### config.mk
export PLATFORM = sky130hd
export DESIGN_NAME = axi4_lite_master
export DESIGN_NICKNAME = d
export VERILOG_FILES = /design/src/rtl/axi4_lite_master.sv
export SDC_FILE = /design/constraint.sdc
export NUM_CORES = 1
export LEC_CHECK = 0
export ABC_AREA = 1
export CAP_MARGIN = 20
export CORE_MARGIN = 4
export CORE_UTILIZATION = 40
export DETAILED_ROUTE_END_ITERATION = 10
export PLACE_DENSITY = 0.82
export REMOVE_ABC_BUFFERS = 1
export SYNTH_ARGS = -nofsm -noshare
export SYNTH_HDL_FRONTEND = slang
export SYNTH_SLANG_ARGS = --single-unit
export TNS_END_PERCENT = 10
### constraint.sdc
create_clock -name aclk -period 3.15 [get_ports aclk]
set_input_delay 0.7875 -clock aclk [delete_from_list [all_inputs] [get_ports aclk]]
set_output_delay 0.7875 -clock aclk [all_outputs]
set_load 0.005 [all_outputs]
### src/rtl/axi4_lite_master.sv
// Single-outstanding AXI4-Lite initiator: one valid/ready command in, one AW/W/B or
// AR/R transaction out, one response back. AXI outputs are registered.
module axi4_lite_master #(
  parameter int ADDR_WIDTH = 32,
  parameter int DATA_WIDTH = 32
) (
  input  logic                  aclk,
  input  logic                  aresetn,
  // command side
  input  logic                  cmd_valid,
  output logic                  cmd_ready,
  input  logic                  cmd_write,
  input  logic [ADDR_WIDTH-1:0] cmd_addr,
  input  logic [DATA_WIDTH-1:0] cmd_wdata,
  input  logic [3:0]            cmd_wstrb,
  // response side
  output logic                  rsp_valid,
  input  logic                  rsp_ready,
  output logic                  rsp_write,
  output logic [DATA_WIDTH-1:0] rsp_rdata,
  output logic [1:0]            rsp_resp,
  // AXI4-Lite write address / data / response
  output logic [ADDR_WIDTH-1:0] awaddr,
  output logic                  awvalid,
  input  logic                  awready,
  output logic [DATA_WIDTH-1:0] wdata,
  output logic [3:0]            wstrb,
  output logic                  wvalid,
  input  logic                  wready,
  input  logic [1:0]            bresp,
  input  logic                  bvalid,
  output logic                  bready,
  // AXI4-Lite read address / data
  output logic [ADDR_WIDTH-1:0] araddr,
  output logic                  arvalid,
  input  logic                  arready,
  input  logic [DATA_WIDTH-1:0] rdata,
  input  logic [1:0]            rresp,
  input  logic                  rvalid,
  output logic                  rready
);

  typedef enum logic [2:0] {IDLE, WR, WR_B, RD_A, RD_D, RSP} state_e;

  state_e                state_q, state_d;
  logic [ADDR_WIDTH-1:0] awaddr_q, awaddr_d;
  logic [ADDR_WIDTH-1:0] araddr_q, araddr_d;
  logic [DATA_WIDTH-1:0] wdata_q, wdata_d;
  logic [3:0]            wstrb_q, wstrb_d;
  logic                  awvalid_q, awvalid_d;
  logic                  wvalid_q, wvalid_d;
  logic                  arvalid_q, arvalid_d;
  logic                  aw_done_q, aw_done_d;
  logic                  w_done_q, w_done_d;
  logic                  rsp_write_q, rsp_write_d;
  logic [DATA_WIDTH-1:0] rsp_rdata_q, rsp_rdata_d;
  logic [1:0]            rsp_resp_q, rsp_resp_d;
  logic                  aw_hs, w_hs;

  always_ff @(posedge aclk or negedge aresetn) begin
    if (!aresetn) begin
      state_q     <= IDLE;
      awaddr_q    <= '0;
      araddr_q    <= '0;
      wdata_q     <= '0;
      wstrb_q     <= '0;
      awvalid_q   <= 1'b0;
      wvalid_q    <= 1'b0;
      arvalid_q   <= 1'b0;
      aw_done_q   <= 1'b0;
      w_done_q    <= 1'b0;
      rsp_write_q <= 1'b0;
      rsp_rdata_q <= '0;
      rsp_resp_q  <= '0;
    end else begin
      state_q     <= state_d;
      awaddr_q    <= awaddr_d;
      araddr_q    <= araddr_d;
      wdata_q     <= wdata_d;
      wstrb_q     <= wstrb_d;
      awvalid_q   <= awvalid_d;
      wvalid_q    <= wvalid_d;
      arvalid_q   <= arvalid_d;
      aw_done_q   <= aw_done_d;
      w_done_q    <= w_done_d;
      rsp_write_q <= rsp_write_d;
      rsp_rdata_q <= rsp_rdata_d;
      rsp_resp_q  <= rsp_resp_d;
    end
  end

  always_comb begin
    state_d     = state_q;
    awaddr_d    = awaddr_q;
    araddr_d    = araddr_q;
    wdata_d     = wdata_q;
    wstrb_d     = wstrb_q;
    awvalid_d   = awvalid_q;
    wvalid_d    = wvalid_q;
    arvalid_d   = arvalid_q;
    aw_done_d   = aw_done_q;
    w_done_d    = w_done_q;
    rsp_write_d = rsp_write_q;
    rsp_rdata_d = rsp_rdata_q;
    rsp_resp_d  = rsp_resp_q;
    cmd_ready   = 1'b0;
    bready      = 1'b0;
    rready      = 1'b0;
    rsp_valid   = 1'b0;
    aw_hs       = awvalid_q & awready;
    w_hs        = wvalid_q & wready;

    case (state_q)
      IDLE: begin
        cmd_ready = 1'b1;
        if (cmd_valid) begin
          aw_done_d = 1'b0;
          w_done_d  = 1'b0;
          if (cmd_write) begin
            awaddr_d  = cmd_addr;
            wdata_d   = cmd_wdata;
            wstrb_d   = cmd_wstrb;
            awvalid_d = 1'b1;
            wvalid_d  = 1'b1;
            state_d   = WR;
          end else begin
            araddr_d  = cmd_addr;
            arvalid_d = 1'b1;
            state_d   = RD_A;
          end
        end
      end
      // AW and W complete independently, in either order or together.
      WR: begin
        if (aw_hs) begin
          awvalid_d = 1'b0;
          aw_done_d = 1'b1;
        end
        if (w_hs) begin
          wvalid_d = 1'b0;
          w_done_d = 1'b1;
        end
        if ((aw_done_q | aw_hs) && (w_done_q | w_hs)) begin
          state_d = WR_B;
        end
      end
      WR_B: begin
        bready = 1'b1;
        if (bvalid) begin
          rsp_write_d = 1'b1;
          rsp_rdata_d = '0;
          rsp_resp_d  = bresp;
          state_d     = RSP;
        end
      end
      RD_A: begin
        if (arvalid_q && arready) begin
          arvalid_d = 1'b0;
          state_d   = RD_D;
        end
      end
      RD_D: begin
        rready = 1'b1;
        if (rvalid) begin
          rsp_write_d = 1'b0;
          rsp_rdata_d = rdata;
          rsp_resp_d  = rresp;
          state_d     = RSP;
        end
      end
      // Back-pressure is held here; the AXI side is idle until the response drains.
      RSP: begin
        rsp_valid = 1'b1;
        if (rsp_ready) begin
          state_d = IDLE;
        end
      end
      default: state_d = IDLE;
    endcase
  end

  assign awaddr    = awaddr_q;
  assign awvalid   = awvalid_q;
  assign wdata     = wdata_q;
  assign wstrb     = wstrb_q;
  assign wvalid    = wvalid_q;
  assign araddr    = araddr_q;
  assign arvalid   = arvalid_q;
  assign rsp_write = rsp_write_q;
  assign rsp_rdata = rsp_rdata_q;
  assign rsp_resp  = rsp_resp_q;

endmodule

==> impl_results.rst <==
.. list-table::
   :header-rows: 1

   * - Metric
     - Value
   * - Most used flip-flop cell after synthesis
     - dfrtp_1
   * - DIE HEIGHT
     - 126 um
   * - Post-synth top area share
     - 64.1%
   * - Count of input and output buffers
     - 255
   * - Post-synth EDFFs
     - 0
   * - Crit Path Category
     - reg2out
   * - Post-CTS Setup Repair Bufs
     - 0
   * - Dominant delay contributor by cell family on the critical path
     - buffers and inverters
   * - Number of antenna violations at the first check in global routing
     - 0
   * - Yosys synthesis warning count
     - 0
   * - 1st-pass router iterations
     - 4
   * - Share of final-layout standard cells stronger than drive strength 1
     - 5.25%
   * - GR Util met2
     - 34.8%
   * - P per Cell Area
     - 949 nW/um^2
   * - Worst-Margin Slew
     - 1.04 ns
   * - Number of top-level design ports
     - 256
   * - CP Launch Point
     - state_q[1]$_DFFE_PN0P_
   * - TritonCTS Buffers
     - 17
   * - Setup TNS Final
     - 0 ns
   * - Routed wire per std cell
     - 15.0 um
   * - Class of the tightest hold or removal check
     - in2async
   * - Maximum fanout along the worst path
     - 5
   * - Count of vias placed by the detailed router
     - 4938
   * - Largest stage delay on the critical path
     - 0.52 ns
   * - Vias in the first global route
     - 5090
   * - Met1 layer usage reported by global route
     - 23.5%
   * - GR Util All Layers
     - 20.6%
   * - Global-route wire length before repair
     - 26200 um
   * - Initial core utilization
     - 41.5%
   * - Number of standard cells in the final layout excluding fillers
     - 1071
   * - Sequence of cells on the critical path
     - nor2_4 > nand2_1 > inv_1 > clkdlybuf4s50_1
   * - Reg clk slew, reported paths
     - 0.06 ns
   * - Nature of the critical path endpoint
     - output pin
   * - Row count
     - 42
   * - Clock latency at the later pin of the worst-skew pair
     - 0.41 ns
   * - Area of the die
     - 15900 sq um
   * - Main area contributors after synthesis
     - dfrtp_1 64%, nand2_1 21%, o21ai_0 3.7%
   * - Post-layout minimum cycle time
     - 2.65 ns
   * - Worst flop-to-flop path startpoint
     - state_q[2]$_DFFE_PN0P_
   * - Post-synthesis async set-or-reset flop share
     - 100%
   * - Final setup violation count
     - 0
   * - Number of violations of the max-capacitance limit
     - 0
   * - Placed instance count
     - 1040
   * - ANT cells
     - 0
   * - Resized cells post-CTS
     - 0
   * - Top cell type by total area after synthesis
     - dfrtp_1
   * - Fillcell total
     - 1104
   * - Mean instance size in the synthesized netlist
     - 8.87 sq um
   * - Post-synth top cells
     - 315 x nand2_1, 143 x dfrtp_1, 47 x inv_1
   * - DRC viols
     - 0
   * - Post-synthesis cell count
     - 630
   * - Final worst hold slack
     - 0.353 ns
   * - Dpl hpwl
     - 11400 um
   * - Wire length reported by the detailed router
     - 16000 um
   * - Worst Skew
     - 0.00617 ns
   * - Worst VDD drop
     - 0.557 mV
   * - Share of the yosys chip area belonging to registers
     - 64.1%
   * - CP required
     - 2.36 ns
   * - Area of combinational cells with multiple inputs
     - 1680 sq um
   * - Nature of the critical path startpoint
     - flop
   * - Synth unique cells
     - 21
   * - Clock Sinks
     - 143
   * - Mapped cell area
     - 5590 sq um
   * - Clk root buf
     - clkbuf_16
   * - Gpl congestion
     - 0.828
   * - Max Transition Viols Final
     - 0
   * - Static leakage
     - 4.40 nW
   * - Total global routing overflow
     - 0
   * - Clock tree buffer depth
     - 2
   * - GRT met3 Usage
     - 8.89%
   * - Iter 0 DRT Violations
     - 350
   * - Highest attainable clock frequency
     - 377 MHz
   * - Number of hold buffers added after cts
     - 0
   * - Pin count of the biggest net entering global routing
     - 103
   * - Final net count
     - 997
   * - GR peak layer
     - met2
   * - Synthesis-to-finish area growth
     - 59.2%
   * - X dimension of the die
     - 126 um
   * - Avg Vias per Cell
     - 4.61
   * - Buf/Inv on CP
     - 2
   * - H-tree lvl count
     - 4
   * - Slowest CP cell
     - clkdlybuf4s50_1
   * - Placeable core region
     - 13500 sq um
   * - Synthesized flop and latch total
     - 143
   * - Sequential cell area
     - 3580 sq um
   * - Final Hold Viols
     - 0
   * - Worst relative slew slack
     - 30.6%
   * - CTS tree
     - built
   * - Outcome
     - complete, no violations
   * - RSZ-0062 raised after global routing
     - false
   * - Post-route clock period utilization
     - 84.3%
   * - Arrival @ worst endpoint
     - 1.87 ns
   * - Leading cell type by number of instances after synthesis
     - nand2_1
   * - Antenna-violating nets left
     - 0
## placed cells by master, fill, tap and decap left out, drive strengths merged, types with 4 or more instances in the layout
| cell | n |
|---|---|
| nand2 | 316 |
| buf | 8 |
| o21ai | 71 |
| inv | 52 |
| clkdlybuf4s50 | 254 |
| clkbuf | 22 |
| nor2 | 6 |
| dfrtp | 143 |
| clkinv | 4 |
| nand3 | 8 |
## state kept, by name, summed over array words and instances, names as in the netlist
name	cells
awvalid	1
w_done_q	1
aw_done_q	1
araddr	32
rsp_write	1
awaddr	32
rsp_rdata	32
arvalid	1
wdata	32
wvalid	1
wstrb	4
state_q	3
rsp_resp	2
## report_power, final
part | total, mW | internal (mW) | switching (mW)
logic | 3.35 | 1.89 | 1.46
registers | 3.10 | 2.64 | 0.459
clock network | 1.99 | 1.25 | 0.747
total | 8.44 | 5.78 | 2.66
## routing by layer
metal	share of wire (%)	vias to the layer above
li1	-	2433
met1	39	2304
met2	50	175
met3	9.4	26
met4	2.0	0
met5	0	-
## final timing paths
kind                                        endpoint  depth (start not counted)  slack, ns
setup / recovery                              rready                          4       0.50
hold / removal             rsp_rdata[12]$_DFFE_PN0P_                          1       0.35
setup reg to reg              awaddr[29]$_DFFE_PN0P_                          7       1.17
hold reg to reg                wdata[20]$_DFFE_PN0P_                          2       0.47
max in group asynchronous      awaddr[8]$_DFFE_PN0P_                          2       2.09
min in group aclk              wdata[20]$_DFFE_PN0P_                          2       0.47
## cell families after synthesis
| kind of cell | after synthesis | share of synthesized area, % |
|---|---|---|
| AND/OR/NAND/NOR | 334 | 23.3 |
| flip-flops | 143 | 64.1 |
| buffers and inverters | 79 | 5.96 |
| AO/OA/AOI/OAI | 74 | 6.68 |
## worst register-to-register path: stages, from the launching register on
cell,delay (ns)
dfrtp_1,0.48
inv_2,0.10
nand2_4,0.12
nor3_4,0.05
inv_2,0.05
buf_4,0.70
nand2_1,0.26
o21ai_1,0.13
## metrics by stage
stage | worst slack [ns] | area [sq um] | power (mW) | utilization [%]
after floorplan | 0.429 | 5440 | 4.29 | -
after global placement | 0.574 | 8300 | 6.39 | 61.7
after detailed placement | 0.506 | 8300 | 6.51 | 61.7
after CTS | 0.490 | 8890 | 8.56 | 66.1
after global routing | 0.429 | 8890 | 9.05 | 66.1
final | 0.496 | 8890 | 8.44 | 66.1
## final cells by class
| class | count | share of cell area (%) |
|---|---|---|
| clock inverters | 9 | 1.21 |
| repair buffers | 262 | 29.6 |
| multi-input cells | 408 | 18.9 |
| clock buffers | 22 | 5.45 |
| flip-flops and latches | 143 | 40.2 |
| inverters | 51 | 2.15 |
| well taps | 176 | 2.48 |
No activity file was read; power rests on OpenSTA's default activity.
